$ cat config.mk
export PLATFORM = sky130hd
export DESIGN_NAME = labelchange_regfile
export DESIGN_NICKNAME = d
export VERILOG_FILES = /design/src/rtl/labelchange_regfile_pkg.sv /design/src/rtl/labelchange_regfile_lbl_entry.sv /design/src/rtl/labelchange_regfile.sv
export SDC_FILE = /design/constraint.sdc
export NUM_CORES = 1
export LEC_CHECK = 0
export CAP_MARGIN = 20
export CORE_MARGIN = 1
export CORE_UTILIZATION = 60
export CTS_BUF_LIST = sky130_fd_sc_hd__clkbuf_8
export CTS_CLUSTER_DIAMETER = 40
export CTS_CLUSTER_SIZE = 28
export DETAILED_ROUTE_END_ITERATION = 10
export PLACE_DENSITY = 0.87
export SLEW_MARGIN = 0
export SYNTH_ARGS = -nofsm -noshare
export SYNTH_HDL_FRONTEND = slang
export SYNTH_SLANG_ARGS = --single-unit
$ cat constraint.sdc
create_clock -name clk -period 4.3 [get_ports clk]
set_clock_uncertainty 0.2 [all_clocks]
set_input_delay 1.29 -clock clk [delete_from_list [all_inputs] [get_ports clk]]
set_output_delay 1.29 -clock clk [all_outputs]
set_load 0.05 [all_outputs]
$ cat src/rtl/labelchange_regfile_pkg.sv
// Shared labels, op codes and scrub FSM states for the labelled register file.
package labelchange_regfile_pkg;

  localparam logic LBL_L = 1'b0;
  localparam logic LBL_H = 1'b1;

  localparam logic [1:0] OP_NOP     = 2'b00;
  localparam logic [1:0] OP_WRITE   = 2'b01;
  localparam logic [1:0] OP_RELABEL = 2'b10;
  localparam logic [1:0] OP_RSVD    = 2'b11;

  typedef enum logic {
    S_IDLE  = 1'b0,
    S_SCRUB = 1'b1
  } state_e;

endpackage

$ cat src/rtl/labelchange_regfile_lbl_entry.sv
// One data+label register; a downgrade to L erases the data in the same update.
module labelchange_regfile_lbl_entry
  import labelchange_regfile_pkg::*;
#(
  parameter int unsigned WIDTH = 8
) (
  input  logic             clk,
  input  logic             rst,
  input  logic             wr_en,
  input  logic [WIDTH-1:0] wr_data,
  input  logic             wr_lbl,
  input  logic             rl_en,
  input  logic             rl_lbl,
  input  logic             clr_h,
  output logic [WIDTH-1:0] data,
  output logic             lbl
);

  // Entry update: write, relabel (erase on H->L), or scrub-clear of an H entry.
  always_ff @(posedge clk) begin
    if (rst) begin
      data <= '0;
      lbl  <= LBL_L;
    end else if (wr_en) begin
      data <= wr_data;
      lbl  <= wr_lbl;
    end else if (rl_en) begin
      if (lbl == LBL_H && rl_lbl == LBL_L) begin
        data <= '0;
      end
      lbl <= rl_lbl;
    end else if (clr_h && lbl == LBL_H) begin
      data <= '0;
      lbl  <= LBL_L;
    end
  end

endmodule

$ cat src/rtl/labelchange_regfile.sv
// Labelled register file with label-checked registered reads and an H-entry scrub.
module labelchange_regfile
  import labelchange_regfile_pkg::*;
#(
  parameter  int unsigned WIDTH = 8,
  parameter  int unsigned DEPTH = 4,
  localparam int unsigned AW    = $clog2(DEPTH)
) (
  input  logic             clk,
  input  logic             rst,
  input  logic [1:0]       op,
  input  logic [AW-1:0]    op_addr,
  input  logic             op_lbl,
  input  logic [WIDTH-1:0] op_data,
  output logic             op_ready,
  input  logic             scrub,
  output logic             busy,
  input  logic             r_en,
  input  logic [AW-1:0]    r_addr,
  input  logic             r_lbl,
  output logic [WIDTH-1:0] r_data,
  output logic             r_valid,
  output logic             r_denied
);

  state_e        state_q, state_n;
  logic [AW-1:0] idx_q, idx_n;
  logic          busy_n, ready_n;
  logic          op_wr, op_rl;

  logic [WIDTH-1:0] ent_data [DEPTH];
  logic             ent_lbl  [DEPTH];

  // Op decode; ops only take effect while the scrub is not running.
  always_comb begin
    op_wr = 1'b0;
    op_rl = 1'b0;
    case (op)
      OP_WRITE:        op_wr = op_ready;
      OP_RELABEL:      op_rl = op_ready;
      OP_NOP, OP_RSVD: ;
      default:         ;
    endcase
  end

  // Entry array; the scrub clears only the entry currently indexed.
  for (genvar i = 0; i < DEPTH; i++) begin : g_ent
    logic sel;
    assign sel = (op_addr == AW'(i));

    labelchange_regfile_lbl_entry #(.WIDTH(WIDTH)) u_ent (
      .clk     (clk),
      .rst     (rst),
      .wr_en   (op_wr && sel),
      .wr_data (op_data),
      .wr_lbl  (op_lbl),
      .rl_en   (op_rl && sel),
      .rl_lbl  (op_lbl),
      .clr_h   ((state_q == S_SCRUB) && (idx_q == AW'(i))),
      .data    (ent_data[i]),
      .lbl     (ent_lbl[i])
    );
  end

  // Scrub FSM state, index and registered status outputs.
  always_ff @(posedge clk) begin
    if (rst) begin
      state_q  <= S_IDLE;
      idx_q    <= '0;
      busy     <= 1'b0;
      op_ready <= 1'b1;
    end else begin
      state_q  <= state_n;
      idx_q    <= idx_n;
      busy     <= busy_n;
      op_ready <= ready_n;
    end
  end

  // Scrub next-state: walk every index once, ending on the terminal compare.
  always_comb begin
    state_n = state_q;
    idx_n   = idx_q;
    busy_n  = 1'b0;
    ready_n = 1'b1;
    case (state_q)
      S_IDLE: begin
        if (scrub) begin
          state_n = S_SCRUB;
          idx_n   = '0;
          busy_n  = 1'b1;
          ready_n = 1'b0;
        end
      end
      S_SCRUB: begin
        if (idx_q == AW'(DEPTH - 1)) begin
          state_n = S_IDLE;
          idx_n   = '0;
        end else begin
          idx_n   = idx_q + AW'(1);
          busy_n  = 1'b1;
          ready_n = 1'b0;
        end
      end
      default: begin
        state_n = S_IDLE;
        idx_n   = '0;
      end
    endcase
  end

  // Registered read with label check; sees pre-update entry contents.
  always_ff @(posedge clk) begin
    if (rst) begin
      r_valid  <= 1'b0;
      r_data   <= '0;
      r_denied <= 1'b0;
    end else begin
      r_valid  <= r_en;
      r_denied <= r_en && (r_lbl < ent_lbl[r_addr]);
      if (r_en && (r_lbl >= ent_lbl[r_addr])) begin
        r_data <= ent_data[r_addr];
      end else begin
        r_data <= '0;
      end
    end
  end

endmodule
* Word-level counts from Yosys, hierarchy flattened *
Cells that the tools add are included.

word-level totals
  memory bits (read-only) = 0
  memory bits (writable) = 0
  memories = 0
  logic and storage cells = 113
  output and inout port bits = 12
  latch bits = 0
  register bits after elaboration = 50

operators by class
  $add $sub $neg = 1
  equality and inequality tests = 13
  div/mod/pow operators = 0
  bitwise operators = 4
  $mul = 0
  mux-type cells = 45
  $lt $le $gt $ge = 3
  reduce and logical (&&, ||, !) cells = 33
  shift operators = 0

operator list
  operator               count
  $mux W8                18
  $logic_and A1 B1 Y1    22
  $mux W1                20
  $bmux W8 S2            1
  $ne A3 B2 Y1 const B   4
  $reduce_bool A3 Y1     4
  $eq A2 B2 Y1 const B   5
  $reduce_and A2 Y1      4
  $eq A2 B1 Y1 const B   3
  $logic_not A2 Y1       2
  $mux W2                2
  $pmux W1 S2            2
  $pmux W2 S2            1
  $ge A3 B3 Y1 const B   1
  $not A1 Y1             3
  $not A2 Y3             1
  $add A2 B1 Y2 const B  1
  $bmux W1 S2            1
  $ne A2 B2 Y1 const B   1
  $reduce_or A2 Y1       1
  $ge A1 B1 Y1           1
  $lt A1 B1 Y1           1

* Longest topological paths before layout *
  depth in word-level cells = 8
  gate-level depth with buffers = 6
  mapped depth without buffers = 6

* Hierarchy *
From an unflattened synthesis, not the netlist that was laid out.

second synthesis, totals
  cells, all modules = 178
  area total of the unflattened synthesis = 2150.8 µm²

modules (own cells, without submodules)
  module                         area each (µm²)  cells an instance  times used
  labelchange_regfile_lbl_entry  330.3            26                 4
  labelchange_regfile            829.5            74                 1

* Worst setup path after synthesis *
OpenSTA, ideal clock, no wires.

  path type = input to register
  from = input port r_addr[0]
  to = register r_data[0]
  arrival = 2325 ps
  setup time = 60 ps
  path slack = 1715 ps
  required time = 4040 ps
  cell stages on the path = 4
  buffers on the path = 1
  path through = buf_2 -> mux4_2 -> nand2b_1 -> and3_1

on the way
  word-level cells in the longest chain between the ends = 8
  elaborated cells on any way between the ends = 11
  classes of those cells = 1 x order compare; 6 x mux; 2 x bitwise; 2 x reduce/logical

ends and longest elaborated chain
  what                                        line                                                    RTL
  start: declaration                          labelchange_regfile.sv:19                               input logic [AW-1:0] r_addr,
  $not A2 Y3 (not written as such) (*)        labelchange_regfile.sv:121, labelchange_regfile.sv:122
  $bmux W1 S2                                 labelchange_regfile.sv:121                              if (r_en && (r_lbl >= ent_lbl[r_addr])) begin
  $mux W1 (not written as such) (2 in a row)  labelchange_regfile.sv:121
  $ge A1 B1 Y1                                labelchange_regfile.sv:121
  $logic_and A1 B1 Y1                         labelchange_regfile.sv:121
  $not A1 Y1 (no line)                        --
  $reduce_or A2 Y1 (no line)                  --
  end signal: assignment                      labelchange_regfile.sv:122                              r_data <= ent_data[r_addr];
  end: declaration                            labelchange_regfile.sv:21                               output logic [WIDTH-1:0] r_data,

Mark *: on every way between the ends. The rest lies on a longest branch, timed or not. The select of a mux whose other input is x is not followed.
A chain may end at the register's enable or synchronous reset.

==> summary by stage <==
CTS
The number of buffers created by CTS is 5. The tree is rooted in a clkbuf_8. The number of post-CTS setup repair buffers is 0. The register clock-pin slew on the reported worst setup and hold paths is around 0.09 ns. The hold-fix buffer count after cts is 0. The H-tree generated during clock tree synthesis spans 2 levels. The number of gates resized after CTS is 0. The clock reaches the later pin of the worst-skew pair after 0.30 ns. The tree built by TritonCTS fans out to 50 sinks. The CTS tree is done. The longest clock path from root to sink contains 2 buffers.

GRT
The first-pass GRT wire length is 7.91 mm. Global routing used 26.3% of the available tracks. The initial antenna violation count is 0. Entering global routing, the biggest net connects 33 pins. The number of global-route vias before repair is between 1,500 and 2,000. Summed over all layers, the global routing overflow is 0.

Floorplan
Row generation in the floorplan step produced 21 rows. 32 I/O pins were placed. Measured along the x axis, the die boundary spans 62.4 um. The die covers 3890 um^2. The starting density of the core is 64.0%. From bottom edge to top edge, the die measures slightly above 60 um.

The core area is ~3400 um^2.

Logic synthesis
The count of yosys warnings during synthesis is 0. The flip-flop and latch count after synthesis is 50. The most used flip-flop cell after synthesis is dfxtp_1. The number of synthesized flops with an enable pin is 0. In the synthesized netlist, the number of instances is 195. The number of nets in the synthesized netlist is between 200 and 250. After synthesis, the mean cell area works out to 11.2 um^2.

Counting flops with an async set or reset pin after synthesis yields a share of 0%. The netlist area before placement is 2190 um^2. The number of library cell types mapped by synthesis is 32.

The proportion of synthesized chip area in sequential cells is 45.8%.

Detailed routing
The via count of the routed design is between 1,500 and 2,000. The routed length per instance is 18.3 um. The routed design has 4.94 mm of wire.

After detailed routing, the number of remaining DRC violations is 0. The count of nets left with antenna violations once routing finished came out at 0. The pre-antenna-repair detailed-routing pass consisted of 5 iterations.

After the first detailed-routing iteration, the DRC count stood at 179. In the routed layout, each cell is associated on average with a via count of roughly 6.6.

Critical path
In this design, the largest share of critical-path delay is due to buffers and inverters. For the worst setup path, the data required time is 2.81 ns. The signal on the critical path passes through clkdlybuf4s50_1. The worst setup path is launched from a flop. The largest incremental delay on the critical path is 0.89 ns.

The setup path with the least slack is of type flop to output pin. The type of element capturing the critical path is an output pin. In this run the worst path has a maximum fanout of 14. The buffer and inverter count on the worst path is 1.

The arrival time of data at the critical path endpoint is 1.80 ns. The largest individual stage delay along the critical path comes from the cell clkdlybuf4s50_1.

STA
For the finished layout, the period the worst path requires is between 3 and 4 ns. The worst pin sits at a relative slew slack of a little over half. The transition time at the pin with the least slew margin is 0.698 ns. The hold violation total from the final report is 0. Setup repair after global routing left no endpoint under its margin. Hold timing on the final database bottoms out at a slack of around 0.27 ns.

The count of final max-slew check failures was 0. Setup violations remaining at the end of the flow were counted as 0. The fraction of the cycle the final worst path needs is 76.4%. Static timing analysis puts the maximum clock frequency at 304 MHz.

In the final timing run, aggregate negative setup slack is 0 ns. Across all setup checks in the final design, the least slack found is 1.01 ns.

Placed design
The number of input and output port buffers inserted is 31. At the end of routability-driven placement, the weighted congestion stood at between 1 and 1.5. The HPWL after detailed placement is 3.39 mm. Prior to clock tree synthesis, the placed netlist has a worst setup slack of 0.878 ns.

Power and ir drop
The highest ir drop seen on vdd is 322 uV. In this run the static leakage power is 0.948 nW. The total power draw is 0.945 mW.

The cell area power density is between 300 and 400 nW/um^2.

Finish
For this run, the share of the core covered by cells in the final layout is 77.4%. The total of fill cells in the finished design is ~220. The growth of design area from synthesis to finish is 21.0%. The final-stage net count is about 250.

In the final layout, the share of cells above drive strength 1 is between 10% and 20%. The antenna diode count is 0.

Run status
The flow ran to the end, and the final reports show no timing, DRC or antenna violations.

Min path
The worst hold path belongs to the class flop to flop.

Flow run
The max-capacitance violation count is 0.
layer usage:
metal  GRT usage (%)  routed length (um)  up-vias
met2            42.2                2350      104
met3            4.60                 430        9
met1            37.2                2110      840
li1                -                   -      816
met4            5.81                  47        0
met5               0                   0        -
worst register-to-register path, cell delays in order (launching register included):
cell and delay [ns]:
dfxtp_1 0.53, and4b_1 0.33, a21oi_1 0.14, nor4_4 0.59, a32o_1 0.22
flip-flops by register name, indices dropped and copies added (netlist names):
register and cells:
g_ent.u_ent.data 32, state_q 1, r_valid 1, idx_q 2, op_ready 1, r_denied 1
g_ent.u_ent.lbl 4, r_data 8
final timing paths:
path	to	from	cells past startpoint	slack, ns
max	busy	state_q$_SDFF_PP0_	1	1.01
min	g_ent[3].u_ent.data[2]$_SDFFE_PP0P_	g_ent[3].u_ent.data[2]$_SDFFE_PP0P_	1	0.27
max reg2reg	g_ent[2].u_ent.data[3]$_SDFFE_PP0P_	op_ready$_SDFF_PP1_	4	2.24
min reg2reg	g_ent[3].u_ent.data[2]$_SDFFE_PP0P_	g_ent[3].u_ent.data[2]$_SDFFE_PP0P_	1	0.27
final cells by class:
type                    instances  area, um^2  area share (%)
clock buffers                   6        82.6            3.12
multi-input cells             129        1120            42.4
flip-flops and latches         50        1000            37.8
clock inverters                 2        38.8            1.47
repair buffers                 34         333            12.6
well taps                      46        57.6            2.18
inverters                       3        11.3           0.426
per-stage QoR:
step,instances,cell area [um^2]
finish,270,2650
global route,270,2650
CTS,270,2650
detailed placement,262,2520
global placement,262,2520
floorplan,195,2190
placed cells by master (no fill, tap or decap), types with 2 or more instances in the layout:
cell / Yosys / layout
a32o_1: 24 / 24
nand2_1: 13 / 13
clkdlybuf4s50_1: 0 / 31
dfxtp_1: 50 / 50
nor4_4: 4 / 4
nand4_1: 4 / 4
a21oi_1: 9 / 9
nor3_1: 4 / 4
nor4b_2: 2 / 2
ha_1: 4 / 4
o2bb2ai_1: 8 / 8
inv_1: 3 / 3
nor2_1: 11 / 11
nor2b_1: 4 / 3
clkbuf_8: 0 / 6
buf_4: 0 / 3
nand3_1: 5 / 5
o211ai_1: 2 / 2
nand2b_1: 7 / 7
mux4_2: 9 / 9
and3_1: 8 / 8
cell families after synthesis:
kind of cell / count (synthesis) / share of synthesized area (%)
AND/OR/NAND/NOR: 67 / 20.0
buffers and inverters: 16 / 3.03
XOR/XNOR: 2 / 1.15
multiplexers: 10 / 9.73
AO/OA/AOI/OAI: 46 / 18.0
flip-flops: 50 / 45.8
adder cells (fa/ha/maj): 4 / 2.29
report_power, final:
part | leakage, nW | internal, mW | switching [mW]
clock network | 0.0618 | 0.191 | 0.155
registers | 0.405 | 0.473 | 0.0108
logic | 0.481 | 0.0483 | 0.0658
cells in the mapped netlist (all sizes together) (2+ instances only):
cell / number / area (um^2)
nor4b: 2 / 30.0
nor2: 11 / 41.3
ha: 4 / 50.1
nor4: 4 / 85.1
a32o: 24 / 240
nand4: 4 / 25.0
mux4: 9 / 203
buf: 6 / 28.8
inv: 3 / 11.3
a21oi: 9 / 45.0
nor2b: 4 / 25.0
o2bb2ai: 8 / 70.1
and3: 8 / 50.1
dfxtp: 50 / 1000
nand3: 5 / 25.0
o211ai: 2 / 15.0
nor3: 4 / 20.0
nand2b: 7 / 43.8
clkbuf: 7 / 26.3
nand2: 13 / 48.8
(Power assumes the default switching activity.)
==> patch, RTL diff (same settings) <==
`WIDTH` is set to 8 in 2 places; all go to 7.
--- a/src/rtl/labelchange_regfile_lbl_entry.sv
+++ b/src/rtl/labelchange_regfile_lbl_entry.sv
@@ -3,5 +3,5 @@
   import labelchange_regfile_pkg::*;
 #(
-  parameter int unsigned WIDTH = 8
+  parameter int unsigned WIDTH = 7
 ) (
   input  logic             clk,
--- a/src/rtl/labelchange_regfile.sv
+++ b/src/rtl/labelchange_regfile.sv
@@ -3,5 +3,5 @@
   import labelchange_regfile_pkg::*;
 #(
-  parameter  int unsigned WIDTH = 8,
+  parameter  int unsigned WIDTH = 7,
   parameter  int unsigned DEPTH = 4,
   localparam int unsigned AW    = $clog2(DEPTH)
Ports: changed (resized op_data and r_data); port bits go from 32 to 30. No check against the original RTL was run, so the function may have changed too.
==> patch against the original RTL <==
Design area decreased by 10%; sequential share of layout area about the same; synthesized cell count shrank 13%; largest power group unchanged; power fell by 17%; routed wire length down 10%; sequential cell count shrank 5; area after synthesis decreased by 10%; worst setup slack better by 0.021 ns.
==> patch: results (changes against the original RTL) <==
- The run finished with clean final reports.
- The leakage power of the design is 0.927 nW (-2.2%).
- The transition at the pin with the smallest max-transition slack is 0.782 ns (+0.0834 ns).
- The post-place setup slack is 0.836 ns (-0.0420 ns).
- The portion of the post-synthesis area used by sequential elements came to 45.9% (+0.13 points).
- The global-route wire length before repair came to 7080 um (-10%).
- The layout cell share with drive strength beyond 1 is 12.8% (-0.14 points).
- The largest registers in the layout are g_ent.u_ent.data (28), r_data (7), g_ent.u_ent.lbl (4).
- The final estimated routing congestion in global placement is 0.931 (-8.3%).
- The fraction of met1 tracks used by global routing was 37.9% (+0.71 points).
- The routed metal-1 wire length is 1920 um (-9.3%).
- The aggregate global-route resource usage is 28.3% (+2.0 points).
- The quantity of I/O buffers inserted on ports came to 29 (-6.5%).
- The data arrival time at the worst-slack endpoint is 1.77 ns (-0.03 ns).
- In the post-synthesis netlist, the biggest area contributors are sky130_fd_sc_hd__dfxtp_1, sky130_fd_sc_hd__a22o_1, sky130_fd_sc_hd__mux4_2.
- The aggregate routed wire length is 4440 um (-10%).
- The half-perimeter wire length of the detailed placement result came to 3190 um (-6.0%).
- The length of routed met2 wiring came to 2230 um (-5.3%).
- The total via count in the routed design is 1508 (-15%).
- The amount of wire on met3 after detailed routing came to 238 um (-45%).
- The number of detailed-route iterations in the first pass came to 4 (-1).
- Ranked by instance count, the synthesized netlist is headed by sky130_fd_sc_hd__dfxtp_1, sky130_fd_sc_hd__a22o_1, sky130_fd_sc_hd__nor2_1, sky130_fd_sc_hd__nor2b_1, sky130_fd_sc_hd__mux4_2.
- The largest net degree at the start of global routing came to 15 (-55%).
- The number of violations reported at the end of detailed-routing iteration 0 is 59 (-67%).
- The worst voltage drop across the vdd grid came to 234 uV (-27%).
patch: worst paths after layout:
| check | to | depth (start not counted) |
|---|---|---|
| worst min register to register | g_ent[1].u_ent.data[0] | 1 |
| worst max-delay path | busy | 1 |
| worst min-delay path | g_ent[1].u_ent.data[0] | 1 |
| worst max register to register | g_ent[2].u_ent.data[5] | 4 |
patch: cell type report:
class                           count  area [um^2]
Timing Repair Buffer               32          313
Fill cell                         213          697
Multi-Input combinational cell    114         1010
Clock buffer                        5         68.8
Inverter                            4         15.0
Clock inverter                      3         15.0
Tap cell                           44         55.1
Sequential cell                    45          901
patch: stage by stage:
step	cells	instance area, um^2	hold WS (ns)	utilization, %	total power (W)
2_1_floorplan	170	1960	0.237	-	0.000506
3_3_place_gp	239	2300	0.252	74.6	0.000540
3_5_place_dp	239	2300	0.257	74.6	0.000545
4_1_cts	247	2380	0.280	77.4	0.000784
5_1_grt	247	2380	0.299	77.4	0.000806
6_report	247	2380	0.280	77.4	0.000783
patch: cell families after synthesis:
| logic type | Yosys count | share of synthesized area, % |
|---|---|---|
| AND/OR/NAND/NOR | 57 | 21.2 |
| flip-flops | 45 | 45.9 |
| AO/OA/AOI/OAI | 39 | 15.8 |
| multiplexers | 12 | 11.2 |
| buffers and inverters | 11 | 2.42 |
| adder cells (fa/ha/maj) | 4 | 2.55 |
| XOR/XNOR | 2 | 0.893 |
patch: where the power goes:
part / total, W / switching [W] / internal [W] / leakage, nW
clock network: 0.000247 / 0.000136 / 0.000110 / 0.0467
registers: 0.000436 / 0.00000980 / 0.000426 / 0.365
logic: 0.000101 / 0.0000550 / 0.0000456 / 0.516
